--- config.mk ---
export PLATFORM = sky130hd
export DESIGN_NAME = cart_mem_arbiter
export DESIGN_NICKNAME = d
export VERILOG_FILES = /design/src/rtl/cart_mem_pkg.sv /design/src/rtl/cart_mem_chan.sv /design/src/rtl/cart_mem_arbiter.sv
export SDC_FILE = /design/constraint.sdc
export NUM_CORES = 1
export LEC_CHECK = 0
export BUFFER_PORTS_ARGS = -buffer_cell sky130_fd_sc_hd__buf_4
export CORE_UTILIZATION = 35
export DETAILED_ROUTE_END_ITERATION = 8
export GPL_TIMING_DRIVEN = 0
export PLACE_DENSITY_LB_ADDON = 0.3
export RECOVER_POWER = 100
export SLEW_MARGIN = 20
export SYNTH_ARGS = -nofsm -noshare
export SYNTH_HDL_FRONTEND = slang
export SYNTH_SLANG_ARGS = --single-unit
--- constraint.sdc ---
create_clock -name clk -period 2.88 [get_ports clk]
set_clock_uncertainty 0.05 [all_clocks]
set_input_delay 0.144 -clock clk [delete_from_list [all_inputs] [get_ports clk]]
set_output_delay 0.144 -clock clk [all_outputs]
set_load 0.01 [all_outputs]
--- src/rtl/cart_mem_pkg.sv ---
// Shared types and constants for the cartridge memory arbiter.
package cart_mem_pkg;

    typedef enum logic {
        IDLE  = 1'b0,
        ISSUE = 1'b1
    } arb_state_t;

    typedef enum logic {
        CH_PRG = 1'b0,
        CH_CHR = 1'b1
    } chan_t;

    // Value returned for reads that never reach memory.
    localparam logic [7:0] OPEN_BUS = 8'hFF;

    localparam int AW_DEF = 22;
    localparam int DW_DEF = 8;

    // The channel that is not c; drives round-robin and back-to-back hand-over.
    function automatic chan_t other_chan(input chan_t c);
        return (c == CH_PRG) ? CH_CHR : CH_PRG;
    endfunction

endpackage

--- src/rtl/cart_mem_chan.sv ---
// One requester channel: pending latch, overrun detection, short-circuit
// completion of disallowed accesses, and the rdata/done return registers.
module cart_mem_chan
    import cart_mem_pkg::*;
#(
    parameter int AW = AW_DEF,
    parameter int DW = DW_DEF
) (
    input  logic          clk,
    input  logic          reset_n,
    input  logic          req,
    input  logic          we,
    input  logic [AW-1:0] addr,
    input  logic [DW-1:0] wdata,
    input  logic          allow,
    input  logic          ack,
    input  logic [DW-1:0] mem_rdata,
    output logic          pend_nxt,
    output logic          p_we,
    output logic [AW-1:0] p_addr,
    output logic [DW-1:0] p_wdata,
    output logic [DW-1:0] rdata,
    output logic          done,
    output logic          overrun
);

    logic pend;
    logic idle;
    logic accept;
    logic take;

    // The ack cycle already frees the channel, so a request coinciding with
    // its own ack is accepted rather than flagged as an overrun.
    assign idle     = !pend || ack;
    assign accept   = req && idle;
    assign take     = accept && allow;
    assign pend_nxt = take ? 1'b1 : (ack ? 1'b0 : pend);

    // Pending latch, completion pulse, read-data return and sticky overrun.
    always_ff @(posedge clk or negedge reset_n) begin
        if (!reset_n) begin
            pend    <= 1'b0;
            p_we    <= 1'b0;
            p_addr  <= '0;
            p_wdata <= '0;
            rdata   <= DW'(OPEN_BUS);
            done    <= 1'b0;
            overrun <= 1'b0;
        end else begin
            pend <= pend_nxt;
            if (take) begin
                p_we    <= we;
                p_addr  <= addr;
                p_wdata <= wdata;
            end
            done <= ack || (accept && !allow);
            if (accept && !allow && !we)
                rdata <= DW'(OPEN_BUS);
            else if (ack && !p_we)
                rdata <= mem_rdata;
            if (req && !idle)
                overrun <= 1'b1;
        end
    end

endmodule

--- src/rtl/cart_mem_arbiter.sv ---
// Two-channel (PRG/CHR) sequencer serialising mapper-translated accesses onto
// one req/ack cartridge memory port with round-robin arbitration.
// Build option: CART_MEM_CHR_WRITE_EN lets allowed CHR writes reach memory
// (CHR-RAM carts); without it every CHR write completes locally.
module cart_mem_arbiter
    import cart_mem_pkg::*;
#(
    parameter int AW = 22,
    parameter int DW = 8
) (
    input  logic          clk,
    input  logic          reset_n,
    input  logic          prg_req,
    input  logic          prg_we,
    input  logic [AW-1:0] prg_addr,
    input  logic [DW-1:0] prg_wdata,
    input  logic          prg_allow,
    output logic [DW-1:0] prg_rdata,
    output logic          prg_done,
    input  logic          chr_req,
    input  logic          chr_we,
    input  logic [AW-1:0] chr_addr,
    input  logic [DW-1:0] chr_wdata,
    input  logic          chr_allow,
    output logic [DW-1:0] chr_rdata,
    output logic          chr_done,
    output logic          mem_req,
    output logic          mem_we,
    output logic [AW-1:0] mem_addr,
    output logic [DW-1:0] mem_wdata,
    input  logic          mem_ack,
    input  logic [DW-1:0] mem_rdata,
    output logic          overrun
);

    arb_state_t    state, state_nxt;
    chan_t         grant, grant_nxt;
    logic          chr_allow_eff;
    logic          prg_ack, chr_ack;
    logic          prg_pn, chr_pn;
    logic          prg_p_we, chr_p_we;
    logic [AW-1:0] prg_p_addr, chr_p_addr;
    logic [DW-1:0] prg_p_wdata, chr_p_wdata;
    logic          prg_ovr, chr_ovr;
    logic          other_pn;

`ifdef CART_MEM_CHR_WRITE_EN
    assign chr_allow_eff = chr_allow;
`else
    assign chr_allow_eff = chr_allow && !chr_we;
`endif

    assign prg_ack = mem_ack && (state == ISSUE) && (grant == CH_PRG);
    assign chr_ack = mem_ack && (state == ISSUE) && (grant == CH_CHR);
    assign overrun = prg_ovr || chr_ovr;

    cart_mem_chan #(.AW(AW), .DW(DW)) u_prg (
        .clk(clk), .reset_n(reset_n),
        .req(prg_req), .we(prg_we), .addr(prg_addr), .wdata(prg_wdata),
        .allow(prg_allow), .ack(prg_ack), .mem_rdata(mem_rdata),
        .pend_nxt(prg_pn), .p_we(prg_p_we), .p_addr(prg_p_addr),
        .p_wdata(prg_p_wdata), .rdata(prg_rdata), .done(prg_done),
        .overrun(prg_ovr)
    );

    cart_mem_chan #(.AW(AW), .DW(DW)) u_chr (
        .clk(clk), .reset_n(reset_n),
        .req(chr_req), .we(chr_we), .addr(chr_addr), .wdata(chr_wdata),
        .allow(chr_allow_eff), .ack(chr_ack), .mem_rdata(mem_rdata),
        .pend_nxt(chr_pn), .p_we(chr_p_we), .p_addr(chr_p_addr),
        .p_wdata(chr_p_wdata), .rdata(chr_rdata), .done(chr_done),
        .overrun(chr_ovr)
    );

    // State and grant registers; grant doubles as last_grant while idle.
    always_ff @(posedge clk or negedge reset_n) begin
        if (!reset_n) begin
            state <= IDLE;
            grant <= CH_PRG;
        end else begin
            state <= state_nxt;
            grant <= grant_nxt;
        end
    end

    // Next state looks at next-cycle pending so a request captured at this
    // edge is already on the memory port in the following cycle.
    always_comb begin
        state_nxt = state;
        grant_nxt = grant;
        other_pn  = (grant == CH_PRG) ? chr_pn : prg_pn;
        case (state)
            IDLE: begin
                if (prg_pn && chr_pn) begin
                    state_nxt = ISSUE;
                    grant_nxt = other_chan(grant);
                end else if (prg_pn) begin
                    state_nxt = ISSUE;
                    grant_nxt = CH_PRG;
                end else if (chr_pn) begin
                    state_nxt = ISSUE;
                    grant_nxt = CH_CHR;
                end
            end
            ISSUE: begin
                if (mem_ack) begin
                    if (other_pn)
                        grant_nxt = other_chan(grant);
                    else
                        state_nxt = IDLE;
                end
            end
            default: state_nxt = IDLE;
        endcase
    end

    // Memory port driven from the granted channel's latched request.
    always_comb begin
        mem_req   = 1'b0;
        mem_we    = 1'b0;
        mem_addr  = '0;
        mem_wdata = '0;
        if (state == ISSUE) begin
            mem_req = 1'b1;
            if (grant == CH_PRG) begin
                mem_we    = prg_p_we;
                mem_addr  = prg_p_addr;
                mem_wdata = prg_p_wdata;
            end else begin
                mem_we    = chr_p_we;
                mem_addr  = chr_p_addr;
                mem_wdata = chr_p_wdata;
            end
        end
    end

endmodule

Word-level counts from Yosys, hierarchy flattened

Index checks and enable logic that the tools add are counted.

Bits in registers: 86
Input bits: 77
Output and inout port bits: 51

Multiplexer cells: 29
Equality and inequality tests: 3
Bitwise operators: 2
Reductions and logical operators: 35

Operator list:

| kind                 | number |
|---|---|
| $mux W8              | 6 |
| $mux W22             | 2 |
| $mux W1              | 19 |
| $logic_and A1 B1 Y1  | 17 |
| $logic_not A1 Y1     | 10 |
| $logic_or A1 B1 Y1   | 5 |
| $ne A4 B4 Y1 const B | 1 |
| $pmux W1 S2          | 2 |
| $reduce_bool A2 Y1   | 2 |
| $reduce_and A3 Y1    | 1 |
| $ne A2 B1 Y1 const B | 1 |
| $ne A2 B2 Y1 const B | 1 |
| $not A1 Y1           | 2 |

Longest topological paths before layout

Depth in word-level cells: 10
Gate-level depth with buffers: 5
Gate-level depth less buffers: 3

Hierarchy

A second synthesis with hierarchy kept.

Cell total of the unflattened synthesis: 307
Area total of the unflattened synthesis: 3965.1 um^2

By module, submodules not included:

| module           | instances | area an instance (um^2) | cells each |
|---|---|---|---|
| cart_mem_chan    | 2         | 1639.1                  | 113 |
| cart_mem_arbiter | 1         | 686.9                   | 81 |

Least setup slack after synthesis

Ideal clock, no wire load.

Path kind: flip-flop to flip-flop
Start: register grant
End: register u_prg.p_addr[0]
Data arrival time: 1.353 ns
Stages on the path, launching flop included: 5
Buffers on the path: 1
Setup slack: 1.352 ns
Data required time: 2.705 ns
Cell sequence: dfrtp_1 nand3b_2 a21oi_4 buf_6 mux2_2

Longest elaborated chain between the ends: 5

Ends and longest elaborated chain:

| item                   | line                   | text |
|---|---|---|
| from (decl)            | cart_mem_arbiter.sv:37 | `chan_t grant, grant_nxt;` |
| from (signal assigned) | cart_mem_arbiter.sv:82 | `grant <= grant_nxt;` |
| $not A1 Y1             | -                      |  |
| $logic_and A1 B1 Y1    | cart_mem_arbiter.sv:53 | `assign prg_ack = mem_ack && (state == ISSUE) && (grant == CH_PRG);` |
| $logic_or A1 B1 Y1     | cart_mem_chan.sv:34    | `assign idle = !pend \|\| ack;` |
| $logic_and A1 B1 Y1    | cart_mem_chan.sv:35    | `assign accept = req && idle;` |
| $logic_and A1 B1 Y1    | cart_mem_chan.sv:36    | `assign take = accept && allow;` |
| to (signal assigned)   | cart_mem_chan.sv:53    | `p_addr <= addr;` |
| to (decl)              | cart_mem_chan.sv:20    | `output logic [AW-1:0] p_addr,` |

No other way between the ends.
A chain may end at the register's enable or synchronous reset.

Final worst setup path

Start: input port mem_ack
End: register u_chr.p_addr[8]

Longest elaborated chain between the ends: 5

Ends and longest elaborated chain:

| item                              | line                   | text |
|---|---|---|
| from (decl)                       | cart_mem_arbiter.sv:31 | `input logic mem_ack,` |
| $logic_and A1 B1 Y1 (2 in series) | cart_mem_arbiter.sv:54 | `assign chr_ack = mem_ack && (state == ISSUE) && (grant == CH_CHR);` |
| $logic_or A1 B1 Y1                | cart_mem_chan.sv:34    |  |
| $logic_and A1 B1 Y1               | cart_mem_chan.sv:35    |  |
| $logic_and A1 B1 Y1               | cart_mem_chan.sv:36    |  |
| to (signal assigned)              | cart_mem_chan.sv:53    |  |
| to (decl)                         | cart_mem_chan.sv:20    |  |

No other way between the ends.

==> flow_metrics.tcl <==
set metrics [dict create \
    routedWlPerCell_um 15.2 \
    combPwrFrac 0.442 \
    grtUsageTotal 0.177 \
    period_share 0.806 \
    ir_drop_v 0.000452 \
    cp_max_fo 10 \
    syn_nets 386 \
    viasPerCell 4.71 \
    grt_antenna_before_repair 0 \
    power.internal_uw 3450 \
    nets 596 \
    p_per_area_nw_per_um2 937 \
    core-area_um2 10900 \
    yosysTopAreaCell "dfrtp_1" \
    grt_max_degree 87 \
    clockBufferDepth 2 \
    drc 0 \
    synth_seq_area_share 0.553 \
    power.clock.fraction 0.154 \
    maxCapViolations 0 \
    p_leak_uw 0.00252 \
    fin_util 0.528 \
    synth_cell_type_count 36 \
    rsz0062_at_grt "no" \
    h-tree-depth 3 \
    synth_cells 309 \
    cp-end-kind "flop" \
    switchingPower_uw 1940 \
    chipHeight_um 108 \
    path_class "in -> reg" \
    clk_pin_slew_worst_paths_ps 80 \
    cts_root_buf "clkbuf_8" \
    overflow 0 \
    fmax_ghz 0.431 \
    critical_path_arrival_ps 2500 \
    stdcell_count 664 \
    drtIter0Drc 102 \
    wl_um 10100 \
    detailed_place_hpwl_um 6440 \
    synth.avg_cell_area_um2 12.7 \
    worst_slack_ps 557 \
    antenna_left 0 \
    pin_count 128 \
    start_kind "input port" \
    dieWidth_um 108 \
    min_path_cells 3 \
    start_util 0.361 \
    clk_latency_ps 350 \
    dr.pass1.iters 4 \
    cts_tree "built" \
    placedCellCount 576 \
    finalHoldViolations 0 \
    syn_to_final_growth_pct 46.4 \
    status "finished, final reports clean" \
    numPortBuffers 127 \
    grt_pass1_vias 3335 \
    rows 38 \
    sw_frac_of_total 0.360 \
    synth_area_leaders "dfrtp_1 45%, mux2_2 12%, dfstp_2 11%" \
    antenna_cells 0 \
    r2r_cells 4 \
    synth_area_um2 3930 \
    cts_made_buffers 9 \
    pre_cts_ws_ps 1170 \
    min_path_type "in -> reg" \
    yosys_warnings 0 \
    relSlewSlack 0.459 \
    ys_ff_latch 86 \
    tightest_slew_ps 811 \
    gp_congestion 0.752 \
    power_frac_seq 0.403 \
    drv_slew 0 \
    layout-drive-gt1-share 0.288 \
    finalSetupTns_ps 0 \
    dr_total_vias 3128 \
    grt_pass1_wl_um 15900 \
    worst_ep_required_time_ps 3050 \
    post-route-min-period_ps 2320 \
    cts_sinks 86 \
    finalSetupViolCount 0 \
    die-area_um2 11700 \
    synth_top_area_frac 0.446 \
]
metrics by stage:
step,hold WS [ps],area [um^2],total power (uW)
after floorplan,-202,3930,3730
after global placement,312,5060,4860
after detailed placement,317,5060,4930
after CTS,2.83,5960,5860
after global routing,-3.03,5750,5810
final,8.90,5750,5390
Yosys cell counts, drive strengths merged:
library cell / number
mux2i: 31
a211o: 1
nor2b: 34
dfrtp: 70
a31o: 1
a2111o: 1
mux2: 61
buf: 13
or2: 1
a21oi: 3
clkbuf: 5
nand3: 17
dfstp: 16
and3b: 1
nand4b: 1
inv: 1
nand2: 29
a22o: 1
nand2b: 1
nor4bb: 1
o21bai: 1
nor4b: 1
and4b: 1
nor2: 2
nand3b: 2
o21ai: 10
o31ai: 2
a31oi: 1
what timing repair did:
action	in CTS	in global routing
setup buffers	0	0
resized for setup	0	0
endpoints found under the hold margin	90	1
setup endpoints to repair	0	0
hold buffers	71	1
metal layers:
layer	GRT usage	up-vias	wire length (um)
met1	0.215	1543	4340
met4	0.0470	0	47
met2	0.312	88	5220
li1	-	1492	-
met5	0	-	0
met3	0.0440	5	491
path summary, 6_finish.rpt:
| check | start | to | slack (ps) |
|---|---|---|---|
| worst max register to register | grant | u_prg.p_wdata[5] | 690 |
| worst min register to register | u_chr.overrun | u_chr.overrun | 420 |
| worst min-delay path | prg_allow | u_prg.pend | 9 |
| worst max-delay path | mem_ack | u_chr.p_addr[8] | 560 |
| max in group asynchronous | reset_n | u_prg.p_addr[1] | 1830 |
| min in group asynchronous | reset_n | u_prg.p_wdata[1] | 390 |
state kept, by name, summed over array words and instances, names as in the netlist, 8 cells and up:
signal,flops
u_chr.p_addr,22
u_chr.p_wdata,8
u_chr.rdata,8
u_prg.p_addr,22
u_prg.p_wdata,8
u_prg.rdata,8
worst max-delay path, stage by stage:
cell and delay (ps):
dlygate4sd3_1 520, clkbuf_1 260, nand3_1 200, a21oi_1 400, clkbuf_1 570, mux2_1 390
cell type report:
class	count	area, um^2
plain buffers	18	78.8
clock buffers	16	193
fillers	983	5140
inverters	1	3.75
multi-input cells	204	1620
flip-flops and latches	86	2170
well taps	140	175
repair buffers	199	1510
cells in the final DEF (no fill, tap or decap), types with 2 or more instances in the layout:
| cell | count |
|---|---|
| buf_4 | 83 |
| dlygate4sd3_1 | 72 |
| dfrtp_1 | 70 |
| clkbuf_1 | 63 |
| mux2_2 | 41 |
| nor2b_1 | 34 |
| mux2i_1 | 31 |
| nand2_1 | 29 |
| mux2_1 | 20 |
| nand3_1 | 17 |
| o21ai_0 | 10 |
| clkbuf_8 | 9 |
| dfstp_2 | 9 |
| dfstp_1 | 7 |
| buf_2 | 3 |
| a21oi_1 | 3 |
| o31ai_1 | 2 |
| nor2_1 | 2 |
| clkbuf_16 | 2 |
logic make-up after synthesis:
group	synth area share
buffers and inverters	0.0299
flip-flops	0.553
multiplexers	0.254
AND/OR/NAND/NOR	0.126
AO/OA/AOI/OAI	0.0373
power by group through the flow:
stage	Combinational (uW)	Clock, uW	Sequential, uW
finish	2380	831	2170
global route	2640	920	2250
CTS	2790	866	2200
detailed placement	2700	0	2230
global placement	2660	0	2190
floorplan	1520	0	2210
No activity file was read; power rests on OpenSTA's default activity.
